$ cat config.mk
export PLATFORM = sky130hd
export DESIGN_NAME = chan_550_packet_fir_coef_loader
export DESIGN_NICKNAME = d
export VERILOG_FILES = /design/src/rtl/chan_550_packet_fir_coef_loader.sv
export SDC_FILE = /design/constraint.sdc
export NUM_CORES = 1
export LEC_CHECK = 0
export ABC_CLOCK_PERIOD_IN_PS = 3600
export BUFFER_PORTS_ARGS = -buffer_cell sky130_fd_sc_hd__buf_4
export CORE_MARGIN = 2
export CORE_UTILIZATION = 30
export CTS_CLUSTER_DIAMETER = 100
export DETAILED_ROUTE_END_ITERATION = 8
export PLACE_DENSITY = 0.52
export SLEW_MARGIN = 40
export SYNTH_ARGS = -nofsm -noshare
export SYNTH_HDL_FRONTEND = slang
export SYNTH_SLANG_ARGS = --single-unit
$ cat constraint.sdc
create_clock -name user_clk -period 3.6 [get_ports user_clk]
set_input_delay 0.18 -clock user_clk [delete_from_list [all_inputs] [get_ports user_clk]]
set_output_delay 0.18 -clock user_clk [all_outputs]
set_load 0.005 [all_outputs]
$ cat src/rtl/chan_550_packet_fir_coef_loader.sv
// Settles the software b2/b3 coefficient word and hands it to the channelizer FIR atomically.
// Define FIR_COEF_LOADER_SYNC_EN to hold settled words until the next frame-sync pulse.
module chan_550_packet_fir_coef_loader #(
    parameter int unsigned SETTLE_CYCLES = 4,
    parameter int unsigned COUNT_WIDTH   = 8
) (
    input  logic                   user_clk,
    input  logic                   user_rst,
    input  logic [31:0]            reg_data_in,
    input  logic                   sync_in,
    output logic [15:0]            coef_b2,
    output logic [15:0]            coef_b3,
    output logic                   coef_update,
    output logic                   busy,
    output logic [COUNT_WIDTH-1:0] update_count
);
    localparam int unsigned WORD_W = 32;
    localparam int unsigned CNT_W  = 8;
    localparam logic [CNT_W-1:0] SETTLE_LAST = CNT_W'(SETTLE_CYCLES);

`ifdef FIR_COEF_LOADER_SYNC_EN
    typedef enum logic [1:0] {IDLE = 2'd0, SETTLE = 2'd1, PENDING = 2'd2} state_e;
`else
    typedef enum logic [1:0] {IDLE = 2'd0, SETTLE = 2'd1} state_e;
    logic unused_sync_in;
    assign unused_sync_in = sync_in;
`endif

    state_e                   state_q;
    logic [WORD_W-1:0]        reg_q;
    logic [WORD_W-1:0]        active_q;
    logic [WORD_W-1:0]        cand_q;
    logic [CNT_W-1:0]         cnt_q;
    logic                     coef_update_q;
    logic                     busy_q;
    logic [COUNT_WIDTH-1:0]   update_count_q;

    // Only the registered copy of the software word is ever examined, so a write
    // landing mid-cycle cannot split across the compare and the capture.
    always_ff @(posedge user_clk) begin
        if (user_rst) begin
            state_q        <= IDLE;
            reg_q          <= '0;
            active_q       <= '0;
            cand_q         <= '0;
            cnt_q          <= '0;
            coef_update_q  <= 1'b0;
            busy_q         <= 1'b0;
            update_count_q <= '0;
        end else begin
            reg_q         <= reg_data_in;
            coef_update_q <= 1'b0;
            case (state_q)
                IDLE: begin
                    if (reg_q != active_q) begin
                        cand_q  <= reg_q;
                        cnt_q   <= CNT_W'(1);
                        state_q <= SETTLE;
                        busy_q  <= 1'b1;
                    end
                end
                SETTLE: begin
                    if (reg_q != cand_q) begin
                        cand_q <= reg_q;
                        cnt_q  <= CNT_W'(1);
                    end else if (cnt_q == SETTLE_LAST) begin
`ifdef FIR_COEF_LOADER_SYNC_EN
                        state_q <= PENDING;
`else
                        active_q       <= cand_q;
                        coef_update_q  <= 1'b1;
                        update_count_q <= update_count_q + COUNT_WIDTH'(1);
                        busy_q         <= 1'b0;
                        state_q        <= IDLE;
`endif
                    end else begin
                        cnt_q <= cnt_q + CNT_W'(1);
                    end
                end
`ifdef FIR_COEF_LOADER_SYNC_EN
                // A word change outranks a coincident sync: restart settling.
                PENDING: begin
                    if (reg_q != cand_q) begin
                        cand_q  <= reg_q;
                        cnt_q   <= CNT_W'(1);
                        state_q <= SETTLE;
                    end else if (sync_in) begin
                        active_q       <= cand_q;
                        coef_update_q  <= 1'b1;
                        update_count_q <= update_count_q + COUNT_WIDTH'(1);
                        busy_q         <= 1'b0;
                        state_q        <= IDLE;
                    end
                end
`endif
                default: begin
                    state_q <= IDLE;
                    busy_q  <= 1'b0;
                end
            endcase
        end
    end

    assign coef_b2      = active_q[31:16];
    assign coef_b3      = active_q[15:0];
    assign coef_update  = coef_update_q;
    assign busy         = busy_q;
    assign update_count = update_count_q;

endmodule

Word level (Yosys, flattened, before mapping). Cells that the tools add are included.

Add/sub/neg operators: 2. Multiplexer cells: 16. Eq/ne operators: 9. Reduce and logical (&&, ||, !) cells: 7. Bitwise logic cells: 2.

Operator list (number): 32-bit 2-to-1 mux (2); 32-bit != test (2); 32-bit case mux with 2 select lines (1); 8-bit 2-to-1 mux (3); 8-bit by 1-bit adder with 8-bit output (second input constant) (2); 8-bit case mux with 2 select lines (1); 3-bit AND reduction (4); 8-bit by 3-bit equality test with 1-bit output (second input constant) (1); 2-bit != test (second input constant) (4); 2-bit 2-to-1 mux (3); 1-bit 2-to-1 mux (4); 2-bit case mux with 2 select lines (1); 3-bit != test (second input constant) (1); 3-bit OR reduction (1); 2-bit by 1-bit equality test with 1-bit output (second input constant) (1); 2-bit logical NOT (1); 1-bit NOT (2); 1-bit case mux with 2 select lines (1); 2-bit nonzero test (1).

Bits of input ports: 35. Word-level logic and storage cells: 44. Output and inout port bits: 42. Register bits: 116.

Longest topological paths before layout. Gate-level depths: netlist (run 1).

Depth after elaboration: 4. Depth in mapped cells: 10. Depth with buffers taken out: 7.

Least setup slack after synthesis (run 1). Ideal clock, no wire load.

Path type: register to register. From: register cnt_q[0]. To: register update_count_q[5] (netlist: update_count[5]). Arrival: 2572 ps. Clock period less this slack: 2642 ps. Setup slack: 958 ps. Buffers on the path: 1. Cell stages (with the launch flop): 9. Required time: 3530 ps. Path through: dfxtp_1 inv_1 ha_1 or4b_1 or4_4 or4_1 buf_2 or4_1 a21oi_1.

Cells in the longest elaborated chain, start to end: 2.

Ends and longest elaborated chain: start, declared (RTL line 33) `logic [CNT_W-1:0] cnt_q;`; start signal, assigned (RTL line 77) `cnt_q <= cnt_q + CNT_W'(1);`; 8-bit by 3-bit equality test with 1-bit output (RTL line 66) `end else if (cnt_q == SETTLE_LAST) begin`; 3-bit AND reduction (no source line); end signal, assigned (RTL line 72) `update_count_q <= update_count_q + COUNT_WIDTH'(1);`; end, declared (RTL line 36) `logic [COUNT_WIDTH-1:0] update_count_q;`.

Every way passes these cells. A chain may end at the register's enable or synchronous reset.

Worst setup path after layout (run 1).
From: register reg_q[2]. To: register update_count_q[5] (netlist: update_count[5]).

Cells in the longest elaborated chain, start to end: 3.

Ends and longest elaborated chain: start, declared (RTL line 30) `logic [WORD_W-1:0] reg_q;`; start signal, assigned (RTL line 51) `reg_q <= reg_data_in;`; 32-bit != test (RTL line 63) `if (reg_q != cand_q) begin`; 1-bit NOT (no source line); 3-bit AND reduction (no source line).

Every way passes these cells.

==> Implementation_results.wiki, run 1 <==
{| class="wikitable"
! Metric !! Value
|-
| Run status || finished clean
|-
| Seq/Total Area, Yosys || 47.1%
|-
| Power density of the placed cells || roughly 490 nW/um^2
|-
| Cell area after synthesis || 4840 um^2
|-
| Clock latency at the later pin of the worst-skew pair || between 0.4 and 0.5 ns
|-
| Total Neg Setup Slack || 0 ns
|-
| Clock input transition at the sequential cells of the worst setup and hold paths || around 0.05 ns
|-
| Input/output buffers || 75
|-
| Gate count of the mapped netlist || 550
|-
| Antenna-violating nets left || 0
|-
| H-tree Lvls || 4
|-
| Total of warnings raised by yosys || 0
|-
| Post-synthesis register bit count || 114
|-
| Prevailing post-synth register cell || sky130_fd_sc_hd__dfxtp_1
|-
| Vias in the first global route || around 4000
|-
| Routed wire length || 12800 um
|-
| DRC || 0
|-
| Routability Congestion || 0.769
|-
| Unique cell type count in the Yosys netlist || 30
|-
| DR vias/cell || 4.71
|-
| Combinational group share of total power || approximately 5.8%
|-
| Dpl cell area || 5610 um^2
|-
| Area Growth Syn to Fin || 33.0%
|-
| Die Wd || 131 um
|-
| Static Leakage || 2.48 nW
|-
| Overall track demand over capacity in global routing || 15.6%
|-
| Signal arrival time at the worst endpoint || 3.29 ns
|-
| Fill count || 1567
|-
| Number of maximum-capacitance violations || 0
|-
| Die height || 131 um
|-
| Worst EP required || between 3 and 4 ns
|-
| Pins over their slew limit || 0
|-
| Wire per inst || approximately 15 um
|-
| Number of enable flip-flop cells after synthesis || 0
|-
| I/O pin cnt || a little under 80
|-
| Minimum period implied by the final worst setup slack || 2.95 ns
|-
| Iteration count of the initial detailed-routing pass || 4
|-
| RSZ-0062 raised after global routing || no
|-
| Maximum number of pins on one net before global-route repair || slightly below 90
|-
| Post-DP HPWL || 8600 um
|-
| Core region area || about 16000 um^2
|-
| NumNets Final || just under 700
|-
| Crit. End Element || flip-flop
|-
| Hold Violations, Final || 0
|-
| Antenna diode count || 0
|-
| Iter 0 DRT Violations || 168
|-
| Longest Clk Path Bufs || 2
|-
| Peak clock frequency supported by timing || 339 MHz
|-
| Area of all placed cells without fillers || 6440 um^2
|-
| Overflow after GRT || 0
|-
| Avg Synthesized Cell Area || 8.80 um^2
|-
| Maximum vdd drop || around 320 uV
|-
| Transition time of the tightest slew-check pin || 0.650 ns
|-
| Normalized max-slew margin || 56.7%
|-
| Switching portion of total power || 20.4%
|-
| Total number of vias || 4077
|-
| Internal cell power || between 2 and 3 mW
|-
| Switching Power || between 0.6 and 0.7 mW
|-
| Clock share of power || a little over half
|-
| Synth async-reset ratio || 0%
|-
| Class of the most critical hold timing path || in -> reg
|-
| Layout Skew || 0.0102 ns
|-
| Starting density of the core || a little under a third
|-
| Crit-path max FO || 12
|-
| Type of the worst setup path || reg -> reg
|-
| Sink Count || ~110
|-
| Number of antenna violations at the first check in global routing || 0
|-
| Synthesized netlist net count || ~590
|-
| CTS tree || yes
|-
| Sequential share of power || between 40% and 50%
|-
| Site Rows || 46
|-
| Area used by sequential logic in the layout || 2280 um^2
|-
| Share of final-layout standard cells stronger than drive strength 1 || about a quarter
|-
| Number of buffers created by CTS || 17
|-
| Area of combinational cells with multiple inputs || 2400 um^2
|-
| Portion of the clock cycle consumed by the worst path in the final layout || 82.0%
|-
| Startpoint Class || flip-flop
|-
| Number of buffers added for setup after CTS || 0
|-
| Total setup violations reported at the end of the flow || 0
|-
| Global-route wire length before repair || 20400 um
|-
| Die area || approximately 17000 um^2
|-
| Cell at the root of the clock tree || sky130_fd_sc_hd__clkbuf_16
|}
[layout by cell type (no fill, tap or decap), drive strengths merged, types with 2 or more instances in the layout]
cell type | netlist | final
nand3 | 10 | 10
and3 | 2 | 2
nor4 | 12 | 12
clkbuf | 32 | 24
nor3 | 3 | 3
or4 | 8 | 8
nand3b | 3 | 3
xor2 | 36 | 36
xnor2 | 29 | 29
inv | 6 | 6
dlygate4sd3 | 0 | 24
or3b | 32 | 32
nand4 | 8 | 8
nor2 | 5 | 5
dfxtp | 114 | 114
o21ai | 35 | 35
o31ai | 5 | 5
ha | 3 | 3
buf | 6 | 84
clkinv | 0 | 3
a21oi | 75 | 75
nand2 | 79 | 79
or3 | 3 | 3
nor2b | 32 | 32
bufinv | 0 | 2
a31oi | 4 | 4
or2 | 3 | 3
[through the flow]
stage	instances	hold WS [ns]	util [%]	worst slack (ns)	total power, mW
final	865	0.00760	40.7	0.650	3.16
after floorplan	550	0.308	-	0.958	1.46
after global placement	812	0.390	35.4	0.704	1.52
after CTS	865	0.0000329	40.7	0.652	3.19
after global routing	865	0.0110	40.7	0.542	3.29
after detailed placement	812	0.395	35.5	0.676	1.52
[layer usage]
metal  wire [um]  vias to the layer above  GRT usage, %
li1            -                     2053             -
met1        6020                     1926          20.2
met2        6000                       85          24.7
met3         640                       13          4.97
met4         166                        0          5.19
met5           0                        -             0
[cells by family (layout without fill, tap and decap cells)]
| family | after synthesis | after routing | synth area share, % |
|---|---|---|---|
| buffers and inverters | 44 | 143 | 3.57 |
| adder cells (fa/ha/maj) | 3 | 3 | 0.775 |
| flip-flops | 114 | 114 | 47.1 |
| AND/OR/NAND/NOR | 203 | 203 | 23.8 |
| AO/OA/AOI/OAI | 121 | 121 | 13.0 |
| XOR/XNOR | 65 | 65 | 11.8 |
[power by group through the flow]
| stage | registers, mW | logic (mW) | clock network (mW) |
|---|---|---|---|
| 2_1_floorplan | 1.35 | 0.105 | 0 |
| 3_3_place_gp | 1.36 | 0.164 | 0 |
| 3_5_place_dp | 1.36 | 0.165 | 0 |
| 4_1_cts | 1.33 | 0.187 | 1.67 |
| 5_1_grt | 1.34 | 0.201 | 1.75 |
| 6_report | 1.33 | 0.183 | 1.65 |
[area by class of cell]
type	instances	area share (%)
Clock inverter	5	1.17
Multi-Input combinational cell	392	37.3
Sequential cell	114	35.4
Clock buffer	24	7.94
Inverter	6	0.350
Tap cell	216	4.20
Timing Repair Buffer	108	13.6
[registers in the layout, indices dropped and copies added, names as in the netlist]
name,count
active_q,32
cand_q,32
reg_q,32
cnt_q,8
update_count,8
busy,1
coef_update,1
[synthesized netlist by cell type (all sizes together) (2+ instances only)]
cell type | n | area, um^2
nand2 | 79 | 297
o21ai | 35 | 175
a31oi | 4 | 25.0
nor4 | 12 | 75.1
o31ai | 5 | 37.5
or2 | 3 | 18.8
and3 | 2 | 12.5
dfxtp | 114 | 2280
xor2 | 36 | 315
xnor2 | 29 | 254
nand3 | 10 | 50.1
ha | 3 | 37.5
nand3b | 3 | 22.5
nand4 | 8 | 50.1
or3 | 3 | 18.8
clkbuf | 32 | 120
nor3 | 3 | 15.0
inv | 6 | 22.5
or3b | 32 | 280
or4 | 8 | 63.8
a21oi | 75 | 375
nor2 | 5 | 18.8
buf | 6 | 30.0
nor2b | 32 | 200
[timing repair]
| action | in CTS | in global routing |
|---|---|---|
| gates resized for setup | 0 | 0 |
| endpoints found under the setup margin | 0 | 0 |
| endpoints found under the hold margin | 24 | 0 |
| hold buffers | 24 | 0 |
[path summary, 6_finish.rpt]
check,start,endpoint,slack [ns],cells after the start
worst max-delay path,reg_q[2],update_count[5],0.65,6
worst min-delay path,reg_data_in[30],reg_q[30],0.008,2
worst max register to register,reg_q[2],update_count[5],0.65,6
worst min register to register,cand_q[19],active_q[19],0.48,2
[critical path: stages, from the launching register on]
cell and delay, ns:
sky130_fd_sc_hd__dfxtp_1 0.34, sky130_fd_sc_hd__xnor2_1 0.26, sky130_fd_sc_hd__nand4_1 0.11, sky130_fd_sc_hd__or4_1 0.68
sky130_fd_sc_hd__or4_1 0.78, sky130_fd_sc_hd__or4_1 0.56, sky130_fd_sc_hd__a21oi_1 0.15
Power figures use the tool's default switching activity.
==> run 2: changes to the inputs <==
- ABC_AREA: unset -> 1
- ABC_CLOCK_PERIOD_IN_PS: 3600 -> 3000
- PLACE_DENSITY: 0.52 -> 0.51
- clock period: 3.6 -> 3 ns (I/O delays scaled with it)
==> Implementation_results.wiki, run 2 <==
{| class="wikitable"
! Metric !! Value
|-
| Run status || finished clean
|-
| Number of buffer and inverter instances along the worst setup path || 2
|-
| Normalized max-slew margin || 53.7%
|-
| Iter 0 DRT Violations || 297
|-
| Total Neg Setup Slack || 0 ns
|-
| RSZ-0062 raised after global routing || no
|-
| CTS tree || yes
|-
| Total of warnings raised by yosys || 0
|-
| Hold worst-path end || reg_q[10]
|-
| Avg Synthesized Cell Area || around 6.5 um^2
|-
| Type of the worst setup path || reg -> reg
|-
| Total setup violations reported at the end of the flow || 0
|-
| Unique cell type count in the Yosys netlist || 27
|-
| DR vias/cell || around 4.3
|-
| Worst r2r src || reg_q[1]
|-
| Clock latency at the later pin of the worst-skew pair || 0.42 ns
|-
| Wire per inst || 12.0 um
|-
| Hold Path Origin || user_rst
|-
| NumNets Final || 990
|-
| Die Wd || 140 um
|-
| DRC || 0
|-
| Startpoint Class || flip-flop
|-
| Antenna-violating nets left || 0
|-
| Longest Clk Path Bufs || 2
|-
| Layout Skew || slightly above 0.007 ns
|-
| Sink Count || 114
|-
| Iteration count of the initial detailed-routing pass || 4
|-
| Die height || approximately 140 um
|-
| Area share of the largest cell type after synthesis || between 40% and 50%
|-
| Static Leakage || 3.49 nW
|-
| Power density of the placed cells || around 550 nW/um^2
|-
| Switching portion of total power || 23.4%
|-
| Worst EP required || between 3 and 4 ns
|-
| Count of cells resized by post-cts repair || 0
|-
| Internal cell power || 3.03 mW
|-
| Number of maximum-capacitance violations || 0
|-
| Clock share of power || around half
|-
| Sequential share of power || 40.4%
|-
| Cell area after synthesis || 5520 um^2
|-
| Register-to-register setup slack || ~0.74 ns
|-
| Number of antenna violations at the first check in global routing || 0
|-
| Prevailing post-synth register cell || sky130_fd_sc_hd__dfxtp_1
|-
| Number of enable flip-flop cells after synthesis || 0
|-
| Crit. End Element || flip-flop
|-
| Worst hold path depth || 2
|-
| Number of buffers created by CTS || 17
|-
| Clock input transition at the sequential cells of the worst setup and hold paths || 0.06 ns
|-
| H-tree Lvls || 4
|-
| Starting density of the core || between 30% and 40%
|-
| Area contributors post-synth || sky130_fd_sc_hd__dfxtp_1, sky130_fd_sc_hd__nor2_1, sky130_fd_sc_hd__nand2_1
|-
| Leading cell types in the layout, fill and taps excluded || sky130_fd_sc_hd__nor2_1, sky130_fd_sc_hd__nand2_1, sky130_fd_sc_hd__dfxtp_1, sky130_fd_sc_hd__inv_1, sky130_fd_sc_hd__buf_4
|-
| Transition time of the tightest slew-check pin || 0.694 ns
|-
| Global-route wire length before repair || ~24000 um
|-
| Family of cells with the greatest summed delay on the critical path || simple AND/OR/NAND/NOR gates
|-
| Overall track demand over capacity in global routing || between 10% and 20%
|-
| Overflow after GRT || 0
|-
| Post-DP HPWL || about 9900 um
|-
| Cell-by-cell trace of the critical path || inv_1 -> nand2_1 -> nand2_1 -> nor2_1 -> nand2_1 -> nor2_1 -> inv_1 -> nor2_1 -> nand3_1 -> nand2_1 -> nand2_1 -> a21oi_1
|-
| Critical path's slowest cell || sky130_fd_sc_hd__nand3_1
|-
| Reg-to-reg critical path endpoint || cnt_q[4]
|-
| Crit-path max FO || 13
|-
| Switching Power || around 0.9 mW
|-
| Synth async-reset ratio || 0%
|-
| Most numerous cell types in the synthesized netlist || sky130_fd_sc_hd__nor2_1, sky130_fd_sc_hd__nand2_1, sky130_fd_sc_hd__dfxtp_1, sky130_fd_sc_hd__inv_1, sky130_fd_sc_hd__nand3_1
|-
| Most common cell in the synthesized netlist || sky130_fd_sc_hd__nor2_1
|-
| Class of the most critical hold timing path || in -> reg
|-
| Signal arrival time at the worst endpoint || 2.60 ns
|-
| Cell at the root of the clock tree || sky130_fd_sc_hd__clkbuf_16
|-
| Die area || slightly below 20000 um^2
|-
| Synthesized netlist net count || 886
|-
| Combinational group share of total power || 7.8%
|-
| Hold Violations, Final || 0
|-
| Peak clock frequency supported by timing || between 400 and 500 MHz
|-
| Max stage delay on crit path || approximately 0.42 ns
|-
| Vias in the first global route || ~4800
|-
| Area Growth Syn to Fin || 30.6%
|-
| Routability Congestion || 0.800
|-
| Routed wire length || 14400 um
|-
| Pins over their slew limit || 0
|-
| Post-synthesis register bit count || 114
|-
| Site Rows || 49
|-
| Antenna diode count || 0
|-
| Overall power consumption || 3.95 mW
|-
| Total number of vias || 5129
|-
| Seq/Total Area, Yosys || 41.3%
|-
| Most prevalent standard cell on the critical path || sky130_fd_sc_hd__nand2_1
|-
| Leading area contributor after synthesis || sky130_fd_sc_hd__dfxtp_1
|-
| Minimum period implied by the final worst setup slack || ~2.3 ns
|-
| Post-Route Hold Slack || 0.177 ns
|-
| Input/output buffers || 75
|-
| Gate count of the mapped netlist || 848
|-
| Core region area || 18000 um^2
|-
| Registers with the most flip-flops || active_q (32), cand_q (32), reg_q (32)
|-
| I/O pin cnt || 77
|-
| Maximum number of pins on one net before global-route repair || 72
|-
| R2R cell count || 12
|-
| Maximum vdd drop || 389 uV
|-
| Leading cell type in the layout, fill and taps excluded || sky130_fd_sc_hd__nor2_1
|-
| Portion of the clock cycle consumed by the worst path in the final layout || 75.2%
|-
| Share of final-layout standard cells stronger than drive strength 1 || 14.6%
|-
| Fill count || 1960
|}
## run 2: cell type report
cell class / instances / area (um^2) / area share, %
timing repair buffer: 118 / 978 / 13.6
clock buffer: 19 / 443 / 6.14
tap: 229 / 287 / 3.97
sequential: 114 / 2280 / 31.6
inverter: 110 / 413 / 5.72
clock inverter: 13 / 160 / 2.22
multi-input combinational: 591 / 2650 / 36.7
## run 2: worst reg2reg max path: stages, from the launching register on
cell                      delay (ns)
sky130_fd_sc_hd__dfxtp_1        0.37
sky130_fd_sc_hd__inv_1          0.10
sky130_fd_sc_hd__nand2_1        0.12
sky130_fd_sc_hd__nand2_1        0.07
sky130_fd_sc_hd__nor2_1         0.09
sky130_fd_sc_hd__nand2_1        0.06
sky130_fd_sc_hd__nor2_1         0.12
sky130_fd_sc_hd__inv_1          0.05
sky130_fd_sc_hd__nor2_1         0.24
sky130_fd_sc_hd__nand3_1        0.42
sky130_fd_sc_hd__nand2_1        0.34
sky130_fd_sc_hd__nand2_1        0.08
sky130_fd_sc_hd__a21oi_1        0.12
## run 2: logic make-up (layout without fill, tap and decap cells)
logic type / count (synthesis) / count (layout) / synth area share, %
AO/OA/AOI/OAI: 51 / 51 / 4.69
XOR/XNOR: 31 / 31 / 4.92
adder cells (fa/ha/maj): 3 / 3 / 0.680
buffers and inverters: 143 / 260 / 10.7
flip-flops: 114 / 114 / 41.3
AND/OR/NAND/NOR: 506 / 506 / 37.7
## run 2: repair_timing
action | in CTS | in global routing
endpoints found under the hold margin | 32 | 0
hold buffers | 32 | 0
buffers inserted | 0 | 0
## run 2: how the worst max path moves through the flow
stage	to	startpoint	cells after the start	slack (ns)
after global routing	cnt_q[4]	reg_q[1]	12	0.28
after floorplan	active_q[15]	reg_q[24]	14	1.32
final	cnt_q[4]	reg_q[1]	12	0.74
after global placement	cnt_q[5]	reg_q[10]	12	0.78
after CTS	cnt_q[4]	reg_q[10]	12	0.76
after detailed placement	cnt_q[5]	reg_q[23]	12	0.77
## run 2: through the flow
stage	area (um^2)	util [%]	std cells	setup WS (ns)
after floorplan	5520	-	848	1.32
after CTS	7210	40.0	1194	0.755
after global routing	7210	40.0	1194	0.277
after detailed placement	6290	34.9	1130	0.766
after global placement	6290	34.9	1130	0.776
final	7210	40.0	1194	0.744
## run 2: power groups by stage
stage	combinational (mW)	clock, mW	sequential, mW
after floorplan	0.194	0	1.62
final	0.309	2.05	1.60
after global routing	0.354	2.17	1.60
after detailed placement	0.280	0	1.63
after global placement	0.278	0	1.63
after CTS	0.314	2.10	1.60
## run 2: metal layers
layer | part of all wire [%] | global-route usage (%) | wire length [um]
met1 | 50 | 20.5 | 7220
met2 | 45 | 24.1 | 6530
met3 | 3.5 | 3.96 | 498
met5 | 0 | 0 | 0
met4 | 0.90 | 4.89 | 130
